File: config.mk
export PLATFORM = sky130hd
export DESIGN_NAME = uart_transmitter_fpga_status
export DESIGN_NICKNAME = d
export VERILOG_FILES = /design/src/rtl/uart_transmitter_fpga_status.sv
export SDC_FILE = /design/constraint.sdc
export NUM_CORES = 1
export LEC_CHECK = 0
export ABC_AREA = 1
export BUFFER_PORTS_ARGS = -buffer_cell sky130_fd_sc_hd__buf_4
export CORE_MARGIN = 10
export CORE_UTILIZATION = 40
export DETAILED_ROUTE_END_ITERATION = 16
export GPL_TIMING_DRIVEN = 0
export SYNTH_ARGS = -nofsm -noshare
export SYNTH_HDL_FRONTEND = slang
export SYNTH_SLANG_ARGS = --single-unit
File: constraint.sdc
create_clock -name clk -period 4.5 [get_ports clk]
set_input_delay 0.45 -clock clk [delete_from_list [all_inputs] [get_ports clk]]
set_output_delay 0.45 -clock clk [all_outputs]
set_load 0.01 [all_outputs]
File: src/rtl/uart_transmitter_fpga_status.sv
// 8N1 UART transmitter fed by a small circular byte FIFO; streams status bytes
// to the host back-to-back with no idle gap while the FIFO holds data.
module uart_transmitter_fpga_status #(
    parameter int unsigned CLKS_PER_BIT = 868,
    parameter int unsigned FIFO_DEPTH   = 4
) (
    input  logic       clk,
    input  logic       rst,
    input  logic [7:0] data_in,
    input  logic       valid,
    output logic       ready,
    output logic       tx,
    output logic       busy
);

    localparam int unsigned PTR_W  = $clog2(FIFO_DEPTH);
    localparam int unsigned CNT_W  = PTR_W + 1;
    localparam int unsigned BAUD_W = $clog2(CLKS_PER_BIT);

    localparam logic [CNT_W-1:0]  CNT_FULL  = CNT_W'(FIFO_DEPTH);
    localparam logic [PTR_W-1:0]  PTR_LAST  = PTR_W'(FIFO_DEPTH - 1);
    localparam logic [BAUD_W-1:0] BAUD_LAST = BAUD_W'(CLKS_PER_BIT - 1);

    typedef enum logic [1:0] {
        ST_IDLE  = 2'd0,
        ST_START = 2'd1,
        ST_DATA  = 2'd2,
        ST_STOP  = 2'd3
    } state_e;

    // FIFO storage and bookkeeping
    logic [7:0]       mem_q [FIFO_DEPTH];
    logic [PTR_W-1:0] wr_ptr_q, wr_ptr_d;
    logic [PTR_W-1:0] rd_ptr_q, rd_ptr_d;
    logic [CNT_W-1:0] count_q, count_d;
    logic             push;
    logic             pop;
    logic [7:0]       head;

    // Serializer
    state_e           state_q, state_d;
    logic [BAUD_W-1:0] baud_q, baud_d;
    logic [2:0]       bit_q, bit_d;
    logic [7:0]       shift_q, shift_d;
    logic             tx_q, tx_d;
    logic             baud_last;
    logic             fifo_nonempty;

    assign ready         = (count_q != CNT_FULL);
    assign push          = valid && ready;
    assign head          = mem_q[rd_ptr_q];
    assign fifo_nonempty = (count_q != '0);
    assign baud_last     = (baud_q == BAUD_LAST);

    assign tx   = tx_q;
    assign busy = (state_q != ST_IDLE) || fifo_nonempty;

    // Pointer and occupancy update; a same-cycle push and pop leaves count alone
    always_comb begin
        wr_ptr_d = wr_ptr_q;
        rd_ptr_d = rd_ptr_q;
        count_d  = count_q;
        if (push) begin
            wr_ptr_d = (wr_ptr_q == PTR_LAST) ? '0 : wr_ptr_q + PTR_W'(1);
        end
        if (pop) begin
            rd_ptr_d = (rd_ptr_q == PTR_LAST) ? '0 : rd_ptr_q + PTR_W'(1);
        end
        case ({push, pop})
            2'b10:   count_d = count_q + CNT_W'(1);
            2'b01:   count_d = count_q - CNT_W'(1);
            default: count_d = count_q;
        endcase
    end

    always_ff @(posedge clk or negedge rst) begin
        if (!rst) begin
            wr_ptr_q <= '0;
            rd_ptr_q <= '0;
            count_q  <= '0;
        end else begin
            wr_ptr_q <= wr_ptr_d;
            rd_ptr_q <= rd_ptr_d;
            count_q  <= count_d;
        end
    end

    // Storage is never read before it is written, so it needs no reset
    always_ff @(posedge clk) begin
        if (push) begin
            mem_q[wr_ptr_q] <= data_in;
        end
    end

    // Frame sequencer; tx is registered from the current state, one cycle behind it
    always_comb begin
        state_d = state_q;
        baud_d  = baud_q;
        bit_d   = bit_q;
        shift_d = shift_q;
        pop     = 1'b0;
        tx_d    = 1'b1;
        case (state_q)
            ST_IDLE: begin
                tx_d = 1'b1;
                if (fifo_nonempty) begin
                    pop     = 1'b1;
                    shift_d = head;
                    bit_d   = '0;
                    baud_d  = '0;
                    state_d = ST_START;
                end
            end
            ST_START: begin
                tx_d = 1'b0;
                if (baud_last) begin
                    baud_d  = '0;
                    state_d = ST_DATA;
                end else begin
                    baud_d = baud_q + BAUD_W'(1);
                end
            end
            ST_DATA: begin
                tx_d = shift_q[0];
                if (baud_last) begin
                    baud_d  = '0;
                    shift_d = {1'b0, shift_q[7:1]};
                    bit_d   = bit_q + 3'd1;
                    if (bit_q == 3'd7) begin
                        state_d = ST_STOP;
                    end
                end else begin
                    baud_d = baud_q + BAUD_W'(1);
                end
            end
            ST_STOP: begin
                tx_d = 1'b1;
                if (baud_last) begin
                    baud_d = '0;
                    if (fifo_nonempty) begin
                        pop     = 1'b1;
                        shift_d = head;
                        bit_d   = '0;
                        state_d = ST_START;
                    end else begin
                        state_d = ST_IDLE;
                    end
                end else begin
                    baud_d = baud_q + BAUD_W'(1);
                end
            end
            default: begin
                state_d = ST_IDLE;
            end
        endcase
    end

    always_ff @(posedge clk or negedge rst) begin
        if (!rst) begin
            state_q <= ST_IDLE;
            baud_q  <= '0;
            bit_q   <= '0;
            shift_q <= '0;
            tx_q    <= 1'b1;
        end else begin
            state_q <= state_d;
            baud_q  <= baud_d;
            bit_q   <= bit_d;
            shift_q <= shift_d;
            tx_q    <= tx_d;
        end
    end

endmodule

==> results of run 1 <==
-- state kept, by name, summed over array words and instances, names as in the netlist --
signal and count:
wr_ptr_q 2, state_q 2, count_q 3, tx 1, baud_q 10, mem_q 32, bit_q 3, rd_ptr_q 2
shift_q 8
-- metrics by stage --
stage,cells,util,total power [uW],setup WS (ps)
after floorplan,329,-,1533,2345
after global placement,441,0.4446,1750,2112
after detailed placement,441,0.4446,1771,2073
after CTS,457,0.4726,2282,2054
after global routing,457,0.4726,2467,1808
final,457,0.4726,2260,2062
-- worst max-delay path by stage --
stage	startpoint	to	slack, ps	cells after the start
floorplan	state_q[0]	count_q[2]	2340	13
global placement	state_q[0]	count_q[2]	2110	13
detailed placement	state_q[0]	count_q[2]	2070	13
CTS	state_q[0]	count_q[2]	2050	13
global route	state_q[0]	count_q[2]	1810	13
finish	state_q[0]	count_q[2]	2060	13
-- layout make-up --
| class | count | area [um2] | share of cell area |
|---|---|---|---|
| Clock buffer | 9 | 123.9 | 0.03575 |
| Inverter | 32 | 120.1 | 0.03467 |
| Buffer | 7 | 43.79 | 0.01264 |
| Tap cell | 99 | 123.9 | 0.03575 |
| Timing Repair Buffer | 13 | 97.59 | 0.02817 |
| Multi-Input combinational cell | 227 | 1136 | 0.3279 |
| Sequential cell | 63 | 1738 | 0.5016 |
| Clock inverter | 7 | 81.33 | 0.02347 |
-- cells in the final DEF (no fill, tap or decap), drive strengths merged --
cell type	n
a21oi	3
xnor2	1
a21boi	1
o21bai	3
nand3b	2
ha	14
dfstp	1
o22ai	4
bufinv	1
dfrtp	30
nand4	2
nor2	22
buf	17
or2	1
nand2	119
xor2	3
inv	33
clkinv	2
o21ai	10
fa	1
nor3	1
edfxtp	32
clkbuf	12
clkinvlp	3
nand3	40
-- logic make-up after synthesis --
family          count (synthesis)
buf+inv                        39
flops                          63
compound gates                 21
xor+xnor                        4
fa+ha+maj                      15
simple gates                  187
-- power groups by stage --
| stage | Combinational [uW] | Clock [uW] | Sequential [uW] |
|---|---|---|---|
| floorplan | 688 | 0 | 845 |
| global placement | 892 | 0 | 858 |
| detailed placement | 910 | 0 | 861 |
| CTS | 914 | 517 | 851 |
| global route | 1050 | 547 | 870 |
| finish | 905 | 504 | 852 |
-- layer usage --
layer | vias to the layer above | wire length (um) | part of all wire | track usage
li1 | 1116 | - | - | -
met1 | 1045 | 2753 | 0.47 | 0.1276
met2 | 33 | 2814 | 0.48 | 0.1767
met4 | 0 | 49 | 0.0084 | 0.04352
met5 | - | 0 | 0 | 0
met3 | 5 | 245 | 0.042 | 0.03772
==> qor.yml, run 1 <==
pwr:
  switching_power_uw: 906.8
  ir_drop_mv: 0.2445
  leakage_uw: 0.001615
  p_int_uw: 1354
  power_frac_comb: 0.400
  power_density_nw_per_um2: 652.4
  seq_power_share: 0.377
  swShare: 0.4012
  pwr-share-clk: 0.223
logic_synthesis:
  synth_cell_types: 30
  synth_top_area_share: 0.3163
  synth_compound_gate_area_share: 0.04201
  synthXorXnorAreaFrac: 0.01153
  synthMuxAreaShare: 0
  yosysTopAreaCell: "edfxtp_1"
  ys_seq_elements: 63
  ys_async_sr_fraction: 0.4921
  yosysSeqAreaShare: 0.5721
  synth_adder_area_share: 0.06425
  synth_area_um2: 3038
  synth_top_family_by_area: "simple AND/OR/NAND/NOR gates"
  ys.flop_type: "edfxtp_1"
  synth_common_cells: "117 x nand2_1, 40 x nand3_1, 32 x edfxtp_1"
  synth-warning-count: 0
  synthesis.nets: 355
  synth.avg_cell_area_um2: 9.234
  yosys.area_share.simple: 0.2562
  yosysMostFrequentCell: "nand2_1"
  syn_inst: 329
  synth.area.top_cells: "edfxtp_1 32%, dfrtp_1 25%, nand2_1 14%"
  synth_edf_count: 32
floorplan:
  die_h_um: 107.2
  pin_count: 14
  start_util: 0.4144
  row_count: 31
  die_w_um: 107.2
  coreArea_um2: 7331
  die_area_um2: 11480
global_route:
  overflow: 0
  antenna_found_initial: 0
  grt_pass1_wl_um: 9929
  grt_max_degree: 32
  grt_usage: 0.1084
  grt_pass1_vias: 2118
timing:
  worst_slew_pin_slew_ps: 845.9
  rsz0062_at_grt: "false"
  max_freq_mhz: 410.2
  finalHoldViolCount: 0
  finalCriticalPeriod_ps: 2438
  fin_crit_sh: 0.5417
  tns_ps: 0
  report.final.slew_viol_count: 0
  fin_hold_ws_ps: 23.24
  slew-limit-headroom: 0.4340
  finClkSkew_ps: 10.79
  setup_viol: 0
finish:
  nets: 379
  nFillCells: 704
  final_area_um2: 3465
  n_antenna_cell: 0
  drive_above_1_share: 0.1145
  syn_to_final_growth_pct: 14.04
route:
  viasPerCell: 4.812
  wire_per_inst_um: 12.83
  drtIter0Drc: 118
  drc_errors: 0
  ant_nets: 0
  drtPass1Iterations: 4
  wl_um: 5862
  vias: 2199
clock_network:
  clkSlewWorstSetupHoldPaths_ps: 80
  cts_sinks: 63
  cts_root_buf: "clkbuf_8"
  cts_tree: "built"
  cts_inserted_buffers: 9
  htree_levels: 3
  clock_path_buffers: 2
  hold_buffers: 0
  clk_latency_ps: 350
  cts_resized: 0
  post_cts_buffers: 0
critical_path:
  r2r_cells: 13
  crit-reg2reg-capture: "count_q[2]"
  rrSetupSlack_ps: 2060
  cp_num_buf_inv: 3
  required_ps: 4770
  crit_path_start_kind: "register"
  timing.rr.start: "state_q[0]"
  crit_arrival_ps: 2710
  critPathCaptureType: "register"
  path_cells: "inv_1 > ha_1 > o21bai_1 > nor2_1 > nand2_1 > inv_1 > ha_1 > inv_1 > fa_1 > nor2_1 > nor2_1 > nand2_1 > xor2_1"
  critPathKind: "reg2reg"
  cpMaxStageDelayCell: "dfrtp_1"
  cp_max_fo: 5
  crit_family: "adder cells"
  cpPeakStageDelay_ps: 450
placed_design:
  dp_hpwl_um: 3966
  io_buffers: 13
  place_congestion: 0.8350
  place_area_um2: 3259
hold_path:
  hp-class: "in2async"
job:
  cap_violations: 0
status:
  status: "finished, final reports clean"
No activity file was read; power rests on OpenSTA's default activity.
==> run 2: changes to the inputs <==
==> constraint.sdc (replaced) <==
create_clock -name clk -period 2.05 [get_ports clk]
set_input_delay 0.205 -clock clk [delete_from_list [all_inputs] [get_ports clk]]
set_output_delay 0.205 -clock clk [all_outputs]
set_load 0.01 [all_outputs]
==> run 2 against run 1 <==
- the run now ends with setup timing left
- global-route usage increased by 0.71 points
- clock power increased by 140%
- via count increased by 1.7%
- sequential power rose by 120%
- final area rose by 5.8%
- non-clock buffer count rose by 16
- critical path type unchanged
- largest cell class unchanged
==> qor.yml, run 2 (same netlist as run 1, synthesis figures left out) <==
status:
  status: "finished, violations left"
  violations: "setup timing"
clock_network:
  clk_latency_ps: 340  # about the same
  cts_sinks: 63  # unchanged
  cts_tree: "built"
  cts_inserted_buffers: 9  # unchanged
  clkSlewWorstSetupHoldPaths_ps: 80  # about the same
  cts_root_buf: "clkbuf_8"
  clock_path_buffers: 2  # unchanged
  htree_levels: 3  # unchanged
timing:
  setup_viol: 2  # +2
  finalHoldViolCount: 0  # unchanged
  worst_slew_pin_slew_ps: 830.3  # -15.55 ps
  rsz0062_at_grt: "true"
  finalCriticalPeriod_ps: 2065  # -372.9 ps
  max_freq_mhz: 484.3  # +18%
  report.final.slew_viol_count: 0  # unchanged
  finClkSkew_ps: 9.181  # -1.614 ps
  fin_crit_sh: 1.007  # +0.4655
  slew-limit-headroom: 0.4444  # +0.01040
  finalWorstSetupSlack_ps: -14.89  # -2077 ps
  fin_hold_ws_ps: 55.89  # +32.64 ps
critical_path:
  crit_family: "adder cells"
  critPathCaptureType: "register"
  cp_num_buf_inv: 3  # unchanged
  cpPeakStageDelay_ps: 440  # about the same
  rrSetupSlack_ps: -10  # -2080 ps
  critPathKind: "reg2reg"
  path_cells: "inv_2 > ha_4 > o21bai_1 > nor2_1 > nand2_2 > inv_2 > ha_4 > inv_2 > fa_2 > nor2_1 > nor2_1 > nand2_1 > xor2_1"
  required_ps: 2320  # -2450 ps
  cpMaxStageDelayCell: "dfrtp_2"
  cp_max_fo: 4  # -1
  crit_arrival_ps: 2330  # -380 ps
  crit_path_start_kind: "register"
pwr:
  switching_power_uw: 2097  # +130%
  swShare: 0.3880  # -0.01316
  seq_power_share: 0.346  # -0.031
  pwr-share-clk: 0.226  # +0.003
  power_density_nw_per_um2: 1474  # +130%
  p_int_uw: 3307  # +140%
  leakage_uw: 0.001701  # +5.4%
  ir_drop_mv: 0.5989  # +140%
  power_uw: 5404  # +140%
  power_frac_comb: 0.427  # +0.027
placed_design:
  io_buffers: 13  # unchanged
  dp_cells: 441  # unchanged
  place_congestion: 0.8183  # -2.0%
  dp_hpwl_um: 4041  # +1.9%
global_route:
  grt_pass1_wl_um: 10550  # +6.3%
  grt_usage: 0.1155  # +0.007075
  overflow: 0  # unchanged
  grt_max_degree: 32  # unchanged
  grt_pass1_vias: 2239  # +5.7%
  antenna_found_initial: 0  # unchanged
route:
  drtIter0Drc: 92  # -22%
  wl_um: 6230  # +6.3%
  drc_errors: 0  # unchanged
  viasPerCell: 4.727  # -1.8%
  wire_per_inst_um: 13.17  # +2.7%
  drtPass1Iterations: 4  # unchanged
  vias: 2236  # +1.7%
  ant_nets: 0  # unchanged
finish:
  regMostFlops: "mem_q"
  mostFrequentLayoutCell: "nand2_1"
  drive_above_1_share: 0.1952  # +0.08066
  final_cells: 473  # +3.5%
  largest_reg_flops: 32  # unchanged
  n_antenna_cell: 0  # unchanged
  final_cell_mix: "114 x nand2_1, 39 x nand3_1, 32 x edfxtp_1, 30 x buf_4, 29 x dfrtp_1"
  syn_to_final_growth_pct: 20.68
  largestRegisters: "mem_q x32, baud_q x10, shift_q x8"
  nets: 395  # +4.2%
floorplan:
  die_w_um: 107.2  # unchanged
  row_count: 31  # unchanged
  pin_count: 14  # unchanged
  die_area_um2: 11480  # unchanged
  start_util: 0.4144  # unchanged
  coreArea_um2: 7331  # unchanged
  die_h_um: 107.2  # unchanged
job:
  cap_violations: 0  # unchanged
hold_path:
  hp-class: "in2reg"
[run 2: cell types whose count changed in the layout (fill, tap and decap cells not counted), sizes merged]
cell and delta:
buf +15, clkinv +1, clkinvlp -2, dlygate4sd3 +1, bufinv +1
[run 2: power groups by stage]
stage | sequential, uW | clock (uW) | combinational (uW)
finish | 1870 | 1220 | 2310
global route | 1910 | 1310 | 2660
CTS | 1870 | 1260 | 2230
detailed placement | 1890 | 0 | 2060
global placement | 1890 | 0 | 2010
floorplan | 1860 | 0 | 1540
[run 2: final timing paths]
check / start / endpoint / cells after the start
worst max-delay path: state_q[1] / count_q[2] / 13
worst min-delay path: data_in[4] / mem_q[3][4] / 1
worst max register to register: state_q[1] / count_q[2] / 13
worst min register to register: shift_q[0] / shift_q[0] / 2
max in group asynchronous: rst / tx / 2
min in group asynchronous: rst / baud_q[0] / 2
[run 2: per-layer routing]
metal	vias up	track usage	routed length, um
li1	1153	-	-
met1	1048	0.1373	2899
met2	30	0.1902	3041
met3	5	0.04551	230
met4	0	0.02998	58
met5	-	0	0
[run 2: what timing repair did]
| item | 4_1_cts | 5_1_grt |
|---|---|---|
| pin swaps | 6 | 3 |
| gates resized for setup | 10 | 6 |
| setup endpoints to repair | 34 | 30 |
| hold buffers | 1 | 0 |
| buffers inserted | 12 | 3 |
| endpoints found under the hold margin | 30 | 0 |
[run 2: cell type report]
class | instances | area, um2
fillers | 705 | 3665
well taps | 99 | 123.9
clock inverters | 7 | 103.9
clock buffers | 9 | 123.9
flip-flops and latches | 63 | 1739
repair buffers | 29 | 220.2
inverters | 32 | 123.9
plain buffers | 7 | 43.79
multi-input cells | 227 | 1187
[run 2: worst register-to-register path, stage by stage, from the launching register on]
cell and delay [ps]:
dfrtp_2 440, inv_2 90, ha_4 210, o21bai_1 150
nor2_1 110, nand2_2 80, inv_2 80, ha_4 120
inv_2 40, fa_2 330, nor2_1 90, nor2_1 40
nand2_1 60, xor2_1 140
[run 2: stage by stage]
stage                       util  setup TNS [ps]  worst slack (ps)  area [um2]
after floorplan                -               0             14.99        3053
after global placement    0.4467           -4932            -268.0        3274
after detailed placement  0.4467           -4159            -290.6        3274
after CTS                 0.4939          -43.32            -43.32        3621
after global routing      0.5001          -384.9            -117.8        3666
final                     0.5001          -19.63            -14.89        3666
==> run 3: changes to the inputs <==
--- a/config.mk
+++ b/config.mk
@@ -6,7 +6,7 @@
 export NUM_CORES = 1
 export LEC_CHECK = 0
 export ABC_AREA = 1
-export BUFFER_PORTS_ARGS = -buffer_cell sky130_fd_sc_hd__buf_4
+export BUFFER_PORTS_ARGS = -buffer_cell sky130_fd_sc_hd__buf_2
 export CORE_MARGIN = 10
 export CORE_UTILIZATION = 40
 export DETAILED_ROUTE_END_ITERATION = 16
==> run 3 against run 2 <==
- the flow now finishes without violations
- setup slack better by 45 ps
- sequential power hardly changed
- final cell count is 0.85% lower
- clock skew shrank 1.4 ps
- clock-buffer cell count unchanged
- critical endpoint unchanged
- largest cell class unchanged
- largest power group unchanged
- highest routed layer unchanged
==> qor.yml, run 3 (same netlist as run 1, synthesis figures left out) <==
route:
  ant_nets: 0  # unchanged
  wl_met1_um: 2883  # -0.55%
  drtPass1Iterations: 4  # unchanged
  vias: 2179  # -2.5%
  wl_um: 6019  # -3.4%
  top_layer: "met4"
  dr_wl_met3_um: 229  # -0.43%
  drc_errors: 0  # unchanged
  viasPerCell: 4.646  # -1.7%
  wire_per_inst_um: 12.83  # -2.6%
  routed-wl-met2_um: 2786  # -8.4%
  drtIter0Drc: 55  # -40%
clock_network:
  clk_latency_ps: 350  # about the same
  clock_path_buffers: 2  # unchanged
  cts_inserted_buffers: 9  # unchanged
  htree_levels: 3  # unchanged
  cts_root_buf: "clkbuf_8"
  clkSlewWorstSetupHoldPaths_ps: 80  # about the same
  cts_tree: "built"
  cts_sinks: 63  # unchanged
timing:
  finalHoldViolCount: 0  # unchanged
  fin_hold_ws_ps: 62.77  # +6.884 ps
  max_freq_mhz: 495.1  # +2.2%
  finalWorstSetupSlack_ps: 30.05  # +44.93 ps
  slew-limit-headroom: 0.5184  # +0.07396
  rsz0062_at_grt: "true"
  finClkSkew_ps: 7.751  # -1.430 ps
  fin_crit_sh: 0.9853  # -0.02192
  worst_slew_pin_slew_ps: 722.5  # -107.9 ps
  finalCriticalPeriod_ps: 2020  # -44.93 ps
  tns_ps: 0  # +19.63 ps
  report.final.slew_viol_count: 0  # unchanged
  setup_viol: 0  # -2
finish:
  multi_input_area_um2: 1190  # +0.21%
  largestRegisters: "mem_q x32, baud_q x10, shift_q x8"
  regMostFlops: "mem_q"
  final_cell_mix: "116 x nand2_1, 39 x nand3_1, 32 x edfxtp_1, 29 x dfrtp_1, 26 x inv_1"
  n_antenna_cell: 0  # unchanged
  utilization: 0.4851  # -0.01502
  nets: 391  # -1.0%
  nFillCells: 700  # -0.71%
  largest_reg_flops: 32  # unchanged
  drive_above_1_share: 0.1865  # -0.008701
  mostFrequentLayoutCell: "nand2_1"
  syn_to_final_growth_pct: 17.05
  ff_latch_area_um2: 1739  # unchanged
hold_path:
  hp-start: "data_in[2]"
  hp-class: "in2reg"
  min_path_cells: 1  # unchanged
  holdPathEnd: "mem_q[0][2]"
global_route:
  grt_max_degree: 32  # unchanged
  grt_usage: 0.1127  # -0.002752
  antenna_found_initial: 0  # unchanged
  grt_pass1_vias: 2114  # -5.6%
  overflow: 0  # unchanged
  grt_pass1_wl_um: 10230  # -3.1%
floorplan:
  die_area_um2: 11480  # unchanged
  coreArea_um2: 7331  # unchanged
  die_w_um: 107.2  # unchanged
  row_count: 31  # unchanged
  start_util: 0.4144  # unchanged
  pin_count: 14  # unchanged
  die_h_um: 107.2  # unchanged
critical_path:
  crit_arrival_ps: 2290  # -40 ps
  crit_path_start_kind: "register"
  crit_top_cell: "nor2_1"
  timing.rr.start: "state_q[1]"
  path_cells: "inv_4 > ha_4 > o21bai_1 > nor2_1 > nand2_1 > inv_2 > ha_4 > inv_2 > fa_2 > nor2_1 > nor2_1 > nand2_1 > xor2_1"
  critPathCaptureType: "register"
  cp_max_fo: 3  # -1
  crit-reg2reg-capture: "count_q[2]"
  cpMaxStageDelayCell: "dfrtp_2"
  cpPeakStageDelay_ps: 430  # about the same
  rrSetupSlack_ps: 30  # +40 ps
  critPathKind: "reg2reg"
  r2r_cells: 13  # unchanged
  required_ps: 2320  # about the same
status:
  status: "finished, final reports clean"
placed_design:
  io_buffers: 13  # unchanged
  dpl_worst_slack_ps: -230.2  # +60.46 ps
  dp_hpwl_um: 3922  # -3.0%
  place_congestion: 0.8056  # -1.6%
pwr:
  ir_drop_mv: 0.5652  # -5.6%
  power_density_nw_per_um2: 1443  # -2.1%
  leakage_uw: 0.001642  # -3.5%
job:
  cap_violations: 0  # unchanged
[run 3: stage by stage]
step | area (um2) | total power [uW] | instances
finish | 3556 | 5130 | 469
global route | 3556 | 5585 | 469
CTS | 3482 | 5043 | 464
detailed placement | 3242 | 3938 | 441
global placement | 3242 | 3884 | 441
floorplan | 3053 | 3401 | 329
[run 3: worst max-delay path by stage]
stage,startpoint,to,slack [ps],cells after the start
final,state_q[1],count_q[2],30,13
after CTS,state_q[0],count_q[2],-70,13
after global routing,baud_q[1],count_q[2],-130,14
after floorplan,state_q[0],count_q[2],10,13
after detailed placement,baud_q[0],count_q[2],-230,14
after global placement,baud_q[0],count_q[2],-240,14
[run 3: worst max-delay path: cells and delay by family (launching register included)]
family | cells | cell delay (ps)
compound gates | 1 | 140
xor+xnor | 1 | 130
fa+ha+maj | 3 | 650
buf+inv | 3 | 200
flops | 1 | 430
simple gates | 5 | 390
[run 3: power breakdown]
group / internal [uW] / leakage (uW) / switching [uW] / total, uW
combinational: 874 / 0.000867 / 1390 / 2260
clock: 450 / 0.0000866 / 563 / 1010
sequential: 1700 / 0.000689 / 156 / 1850
[run 3: layout make-up]
class,instances,area share
clock buffers,9,0.03483
inverters,32,0.03448
repair buffers,25,0.04433
clock inverters,7,0.01548
flip-flops and latches,63,0.4891
plain buffers,7,0.01232
multi-input cells,227,0.3346
well taps,99,0.03483
[run 3: routing by layer]
layer | vias up | GRT usage
met5 | - | 0
met4 | 0 | 0.05803
met3 | 10 | 0.03174
met2 | 26 | 0.1736
met1 | 997 | 0.1409
li1 | 1146 | -
[run 3: repair_timing]
item / in CTS / in global routing
pin swaps: 2 / 6
resized for setup: 5 / 11
hold buffers: 1 / 0
endpoints found under the setup margin: 34 / 34
hold endpoints to repair: 30 / 0
setup buffers: 6 / 5
